$ cat config.mk
export PLATFORM = sky130hd
export DESIGN_NAME = matrix_scan_bcm
export DESIGN_NICKNAME = d
export VERILOG_FILES = /design/src/rtl/matrix_scan_bcm.sv
export SDC_FILE = /design/constraint.sdc
export NUM_CORES = 1
export LEC_CHECK = 0
export ABC_AREA = 0
export BUFFER_PORTS_ARGS = -buffer_cell sky130_fd_sc_hd__buf_2
export CORE_ASPECT_RATIO = 1.1
export CORE_MARGIN = 1
export CORE_UTILIZATION = 38
export DETAILED_ROUTE_END_ITERATION = 6
export REMOVE_ABC_BUFFERS = 1
export SYNTH_ARGS = -nofsm -noshare
export SYNTH_HDL_FRONTEND = slang
export SYNTH_SLANG_ARGS = --single-unit
$ cat constraint.sdc
create_clock -name clk_in -period 2.8 [get_ports clk_in]
set_clock_uncertainty 0.1 [all_clocks]
set_input_delay 0.42 -clock clk_in [delete_from_list [all_inputs] [get_ports clk_in]]
set_output_delay 0.42 -clock clk_in [all_outputs]
set_load 0.01 [all_outputs]
$ cat src/rtl/matrix_scan_bcm.sv
// matrix_scan_bcm: HUB75 panel scan controller. It uses binary-code modulation. The next bit-plane is shifted
//    while the previously latched plane is displayed.
// Latency: at least 4 clk_in per column (REQ, WAIT, SHIFT_LO, SHIFT_HI), plus HOLD and LATCH per plane.
// Backpressure: pixel_ready stalls the shift FSM in WAIT. The latch stalls in HOLD until the display period expires.
// Optional feature: define ROW_BLANK_EN for BLANK_TICKS of output_enable dead-time after each row change.
// Ports:
//    clk_in, reset                 - clock, synchronous active-high reset
//    pixel_ready                   - fetch block presents data for column_address/row_address
//    column_address, row_address   - pixel position being shifted
//    row_address_active            - row currently latched and displayed
//    brightness_mask               - one-hot bit-plane being shifted
//    clk_pixel_load                - one-cycle fetch request
//    clk_pixel, row_latch          - panel shift clock and latch strobe
//    output_enable                 - active-high display enable
//    frame_done                    - pulse on the latch of the last row's MSB plane
module matrix_scan_bcm #(
   parameter int COLUMNS       = 64,
   parameter int SCAN_ROWS     = 16,
   parameter int BIT_DEPTH     = 6,
   parameter int OE_BASE_TICKS = 4,
   parameter int BLANK_TICKS   = 2,
   localparam int CW = (COLUMNS > 1) ? $clog2(COLUMNS) : 1,
   localparam int RW = (SCAN_ROWS > 1) ? $clog2(SCAN_ROWS) : 1
) (
   input  logic                 clk_in,
   input  logic                 reset,
   input  logic                 pixel_ready,
   output logic [CW-1:0]        column_address,
   output logic [RW-1:0]        row_address,
   output logic [RW-1:0]        row_address_active,
   output logic [BIT_DEPTH-1:0] brightness_mask,
   output logic                 clk_pixel_load,
   output logic                 clk_pixel,
   output logic                 row_latch,
   output logic                 output_enable,
   output logic                 frame_done
);

   localparam int PW     = (BIT_DEPTH > 1) ? $clog2(BIT_DEPTH) : 1;
   localparam int OE_MAX = OE_BASE_TICKS << (BIT_DEPTH - 1);
   localparam int OW     = $clog2(OE_MAX) + 1;

   // The state register names the state the outputs currently show.
   // The outputs for a state are registered on the edge that enters it.
   typedef enum logic [2:0] {
      S_REQ,
      S_WAIT,
      S_SHIFT_LO,
      S_SHIFT_HI,
      S_HOLD,
      S_LATCH
   } state_t;

   state_t               r_state;
   logic [CW-1:0]        r_column;
   logic [RW-1:0]        r_row;
   logic [RW-1:0]        r_row_active;
   logic [BIT_DEPTH-1:0] r_mask;
   logic [PW-1:0]        r_plane;
   logic [OW-1:0]        r_oe_cnt;
   logic                 r_load;
   logic                 r_clk_pixel;
   logic                 r_row_latch;
   logic                 r_oe;
   logic                 r_frame_done;

   logic [PW-1:0]        w_mask_idx;
   logic [BIT_DEPTH-1:0] w_mask_rot;
   logic [OW-1:0]        w_oe_load;
   logic                 w_last_row;

`ifdef ROW_BLANK_EN
   localparam int BW = (BLANK_TICKS > 0) ? $clog2(BLANK_TICKS + 1) : 1;
   logic [BW-1:0]        r_blank_cnt;
`endif

   always_comb begin
      w_mask_idx = '0;
      for (int i = 0; i < BIT_DEPTH; i++) begin
         if (r_mask[i]) begin
            w_mask_idx = PW'(i);
         end
      end
   end

   assign w_mask_rot = (r_mask << 1) | (r_mask >> (BIT_DEPTH - 1));
   assign w_oe_load  = OW'(OE_BASE_TICKS) << r_plane;
   assign w_last_row = (r_row == RW'(SCAN_ROWS - 1));

   always_ff @(posedge clk_in) begin
      if (reset) begin
         r_state      <= S_REQ;
         r_column     <= '0;
         r_row        <= '0;
         r_row_active <= '0;
         r_mask       <= BIT_DEPTH'(1);
         r_plane      <= '0;
         r_oe_cnt     <= '0;
         r_load       <= 1'b0;
         r_clk_pixel  <= 1'b0;
         r_row_latch  <= 1'b0;
         r_oe         <= 1'b0;
         r_frame_done <= 1'b0;
`ifdef ROW_BLANK_EN
         r_blank_cnt  <= '0;
`endif
      end else begin
         r_row_latch  <= 1'b0;
         r_frame_done <= 1'b0;

         // Display timer. It starts on the edge that leaves LATCH, so OE rises at LATCH+1.
         if (r_state == S_LATCH) begin
            r_oe_cnt <= w_oe_load;
`ifdef ROW_BLANK_EN
            // A plane-0 latch is a row change. Hold OE low as dead-time against ghosting.
            if ((r_plane == '0) && (BLANK_TICKS > 0)) begin
               r_blank_cnt <= BW'(BLANK_TICKS);
               r_oe        <= 1'b0;
            end else begin
               r_oe        <= 1'b1;
            end
`else
            r_oe     <= 1'b1;
`endif
         end
`ifdef ROW_BLANK_EN
         else if (r_blank_cnt != '0) begin
            r_blank_cnt <= r_blank_cnt - BW'(1);
            r_oe        <= (r_blank_cnt == BW'(1));
         end
`endif
         else if (r_oe_cnt != '0) begin
            r_oe_cnt <= r_oe_cnt - OW'(1);
            r_oe     <= (r_oe_cnt != OW'(1));
         end

         case (r_state)
            S_REQ: begin
               // A load-low REQ occurs only straight out of reset. Issue the request now.
               if (!r_load) begin
                  r_load  <= 1'b1;
               end else begin
                  r_load  <= 1'b0;
                  r_state <= S_WAIT;
               end
            end
            S_WAIT: begin
               if (pixel_ready) begin
                  r_state <= S_SHIFT_LO;
               end
            end
            S_SHIFT_LO: begin
               r_clk_pixel <= 1'b1;
               r_state     <= S_SHIFT_HI;
            end
            S_SHIFT_HI: begin
               r_clk_pixel <= 1'b0;
               if (r_column != CW'(COLUMNS - 1)) begin
                  r_column <= r_column + CW'(1);
                  r_load   <= 1'b1;
                  r_state  <= S_REQ;
               end else begin
                  r_state  <= S_HOLD;
               end
            end
            S_HOLD: begin
               // With OE low in this cycle, at least one dark cycle precedes every latch.
               if ((r_oe_cnt == '0) && !r_oe) begin
                  r_state      <= S_LATCH;
                  r_row_latch  <= 1'b1;
                  r_row_active <= r_row;
                  r_plane      <= w_mask_idx;
                  r_column     <= '0;
                  r_mask       <= w_mask_rot;
                  r_frame_done <= w_last_row && r_mask[BIT_DEPTH-1];
                  if (r_mask[BIT_DEPTH-1]) begin
                     r_row <= w_last_row ? '0 : r_row + RW'(1);
                  end
               end
            end
            S_LATCH: begin
               r_load  <= 1'b1;
               r_state <= S_REQ;
            end
            default: begin
               r_state <= S_REQ;
            end
         endcase
      end
   end

   assign column_address     = r_column;
   assign row_address        = r_row;
   assign row_address_active = r_row_active;
   assign brightness_mask    = r_mask;
   assign clk_pixel_load     = r_load;
   assign clk_pixel          = r_clk_pixel;
   assign row_latch          = r_row_latch;
   assign output_enable      = r_oe;
   assign frame_done         = r_frame_done;

endmodule

==> run_results.csv <==
group,metric,value,unit
run_status,status,"completed",
layout,final_cells,293,
timing,post-route-min-period,2.137,ns
synthesis,synth_top_area_cell,"dfxtp_1",
timing,finalSetupTns,0,ns
global_routing,grt_pass1_wl,6.313,mm
place,io_buffers,27,
layout,layout_commonest_cell,"dfxtp_1",
setup_path,crit_arrival,2.22,ns
synthesis,syn_inst,212,
clock_tree,ctsRootBufferMaster,"clkbuf_8",
timing,finalHoldViolations,0,
pwr,ir_worst_vdd,0.3769,mV
synthesis,synth_area_leaders,"dfxtp_1 (43%), a21oi_1 (7.7%), nand2_1 (6.8%), nor3_1 (3.6%), ha_1 (3.4%)",
timing,rsz0062_at_grt,"no",
setup_path,cp-end-kind,"flip-flop",
pwr,p_per_area,753.6,nW/um^2
die,dieArea,5072,sq um
setup_path,start_kind,"flip-flop",
pwr,p_int,0.001041,W
synthesis,synth-edff-count,0,
synthesis,seq_area_frac_synth,0.4289,
synthesis,syn_area,1820,sq um
routing,routed_wl,3.801,mm
setup_path,cp_max_fo,20,
timing,hold_slack,0.3369,ns
layout,final_cell_area,2073,sq um
clock_tree,cts.sinks,39,
pwr,comb_power_share,0.292,
global_routing,grt_max_degree,40,
pwr,sw_frac_of_total,0.3339,
place,place.gp.congestion,0.8212,
place,place_hpwl,2.550,mm
global_routing,grt_pass1_vias,1323,
clock_tree,hold_buffers,0,
clock_tree,cts_inserted_buffers,5,
routing,drc_errors,0,
die,io_pins,28,
clock_tree,clk_path_buf_depth,2,
timing,period_share,0.7631,
layout,antenna_cells,0,
layout,nets,245,
die,core,4619,sq um
synthesis,synth_warnings,0,
pwr,p_leak,0.8083,nW
die,die_x,68.00,microns
pwr,p_sw,0.0005216,W
pwr,p_clk_frac,0.240,
timing,finalSetupViolCount,0,
routing,ant_nets,0,
synthesis,synth-async-reset-ratio,0,
layout,finalCoreUtilization,0.4488,
hold_path,hold_path.class,"in -> reg",
clock_tree,clkSlewWorstSetupHoldPaths,0.07,ns
clock_tree,post_cts_resized,0,
die,initial_core_util,0.3941,
die,num_rows,26,
global_routing,overflow,0,
synthesis,yosysTopAreaCellShare,0.4289,
flow_run,cap_violations,0,
synthesis,synth_ff_type,"dfxtp_1",
place,placedCellCount,286,
clock_tree,cts_tree,"done",
routing,drtIter0Drc,71,
layout,drive_gt1_frac,0.1772,
routing,num_vias,1558,
place,postPlaceCellArea,1986,sq um
global_routing,antenna_found_initial,0,
layout,most-common-layout-cells,"dfxtp_1 (39), nand2_1 (33), a21oi_1 (28)",
timing,clock.fmax,0.4680,GHz
pwr,power_frac_seq,0.467,
clock_tree,cts_setup_buffers,0,
layout,syn_to_final_growth,13.88,%
routing,drtPass1Iterations,4,
die,die_y,74.60,microns
timing,maxSlewHeadroom,0.5207,
synthesis,synth_cell_types,48,
setup_path,worst-setup-path-type,"reg -> reg",
synthesis,ys_ff_latch,39,
synthesis,avgSynthCellArea,8.587,sq um
routing,drt-vias-per-instance,5.317,
global_routing,gr-usage-all-layers,0.1637,
timing,worstMarginPinSlew,0.7190,ns
routing,wl_per_cell,12.97,microns
clock_tree,clock_latency,0.28,ns
timing,final-max-slew-violation-count,0,
setup_path,cp.required,2.88,ns
clock_tree,htreeDepth,2,
==> cells by family (layout without fill, tap and decap cells) <==
logic type | after synthesis | in the layout | share of synthesized area
xor gates and xnor gates | 8 | 8 | 0.03848
AOI/OAI and AO/OA | 49 | 49 | 0.1670
and+or+nand+nor | 93 | 93 | 0.2852
adders and majority gates | 5 | 5 | 0.03436
DFF | 39 | 39 | 0.4289
buffers and inverters | 17 | 42 | 0.04055
muxes | 1 | 1 | 0.005499
==> metrics by stage <==
| step | total power [W] | setup slack [ns] |
|---|---|---|
| after detailed placement | 0.001197 | 0.6650 |
| final | 0.001562 | 0.6635 |
| after floorplan | 0.001097 | 0.9018 |
| after global placement | 0.001202 | 0.7006 |
| after global routing | 0.001668 | 0.5106 |
| after CTS | 0.001583 | 0.6418 |
==> worst max-delay path, stage by stage, from the launching register on <==
cell and delay [ns]:
dfxtp_1 0.37, inv_1 0.10, ha_1 0.19, nor4b_4 0.39, and3_2 0.50, a311oi_1 0.15
a41o_1 0.23
==> final timing paths <==
check,from,endpoint,slack (ns),cells after the start
setup / recovery,r_oe_cnt[0],row_address[2],0.66,6
hold / removal,pixel_ready,r_state[1],0.34,3
setup reg to reg,r_oe_cnt[0],row_address[2],0.66,6
hold reg to reg,row_address_active[3],row_address_active[3],0.35,2
==> cell usage after synthesis, types with 3 or more instances <==
master	instances
a2111oi_0	3
a211oi_1	3
a21oi_1	28
a31oi_1	3
clkbuf_1	5
dfxtp_1	39
ha_1	5
inv_1	7
nand2_1	33
nand3_1	8
nor2_1	13
nor3_1	13
nor4_1	3
xnor2_1	4
xor2_1	4
==> metal layers <==
layer,up-vias,track usage,part of all wire
met2,20,0.2484,0.47
met5,-,0,0
met3,4,0.04448,0.028
met4,0,0.05324,0.0089
met1,730,0.2231,0.49
li1,804,-,-
==> area by class of cell <==
cell class	instances	area, sq um
flip-flops and latches	39	780.7
inverters	7	26.28
repair buffers	28	142.6
fillers	466	2546
clock buffers	6	82.58
well taps	56	70.07
clock inverters	1	5.005
multi-input cells	156	965.9
==> power groups by stage <==
stage | sequential [W] | combinational, W | clock (W)
after floorplan | 0.000726 | 0.000371 | 0
after global placement | 0.000743 | 0.000460 | 0
after detailed placement | 0.000743 | 0.000454 | 0
after CTS | 0.000731 | 0.000460 | 0.000392
after global routing | 0.000745 | 0.000508 | 0.000414
final | 0.000730 | 0.000457 | 0.000375
==> sequential cells by signal, summed over array words and instances (netlist names) <==
name and count:
r_oe_cnt 8, brightness_mask 6, column_address 6, row_address 4, row_address_active 4, r_plane 3
r_state 3, clk_pixel 1, clk_pixel_load 1, frame_done 1, output_enable 1, row_latch 1
Note: power is estimated with default switching activity, not from simulation.
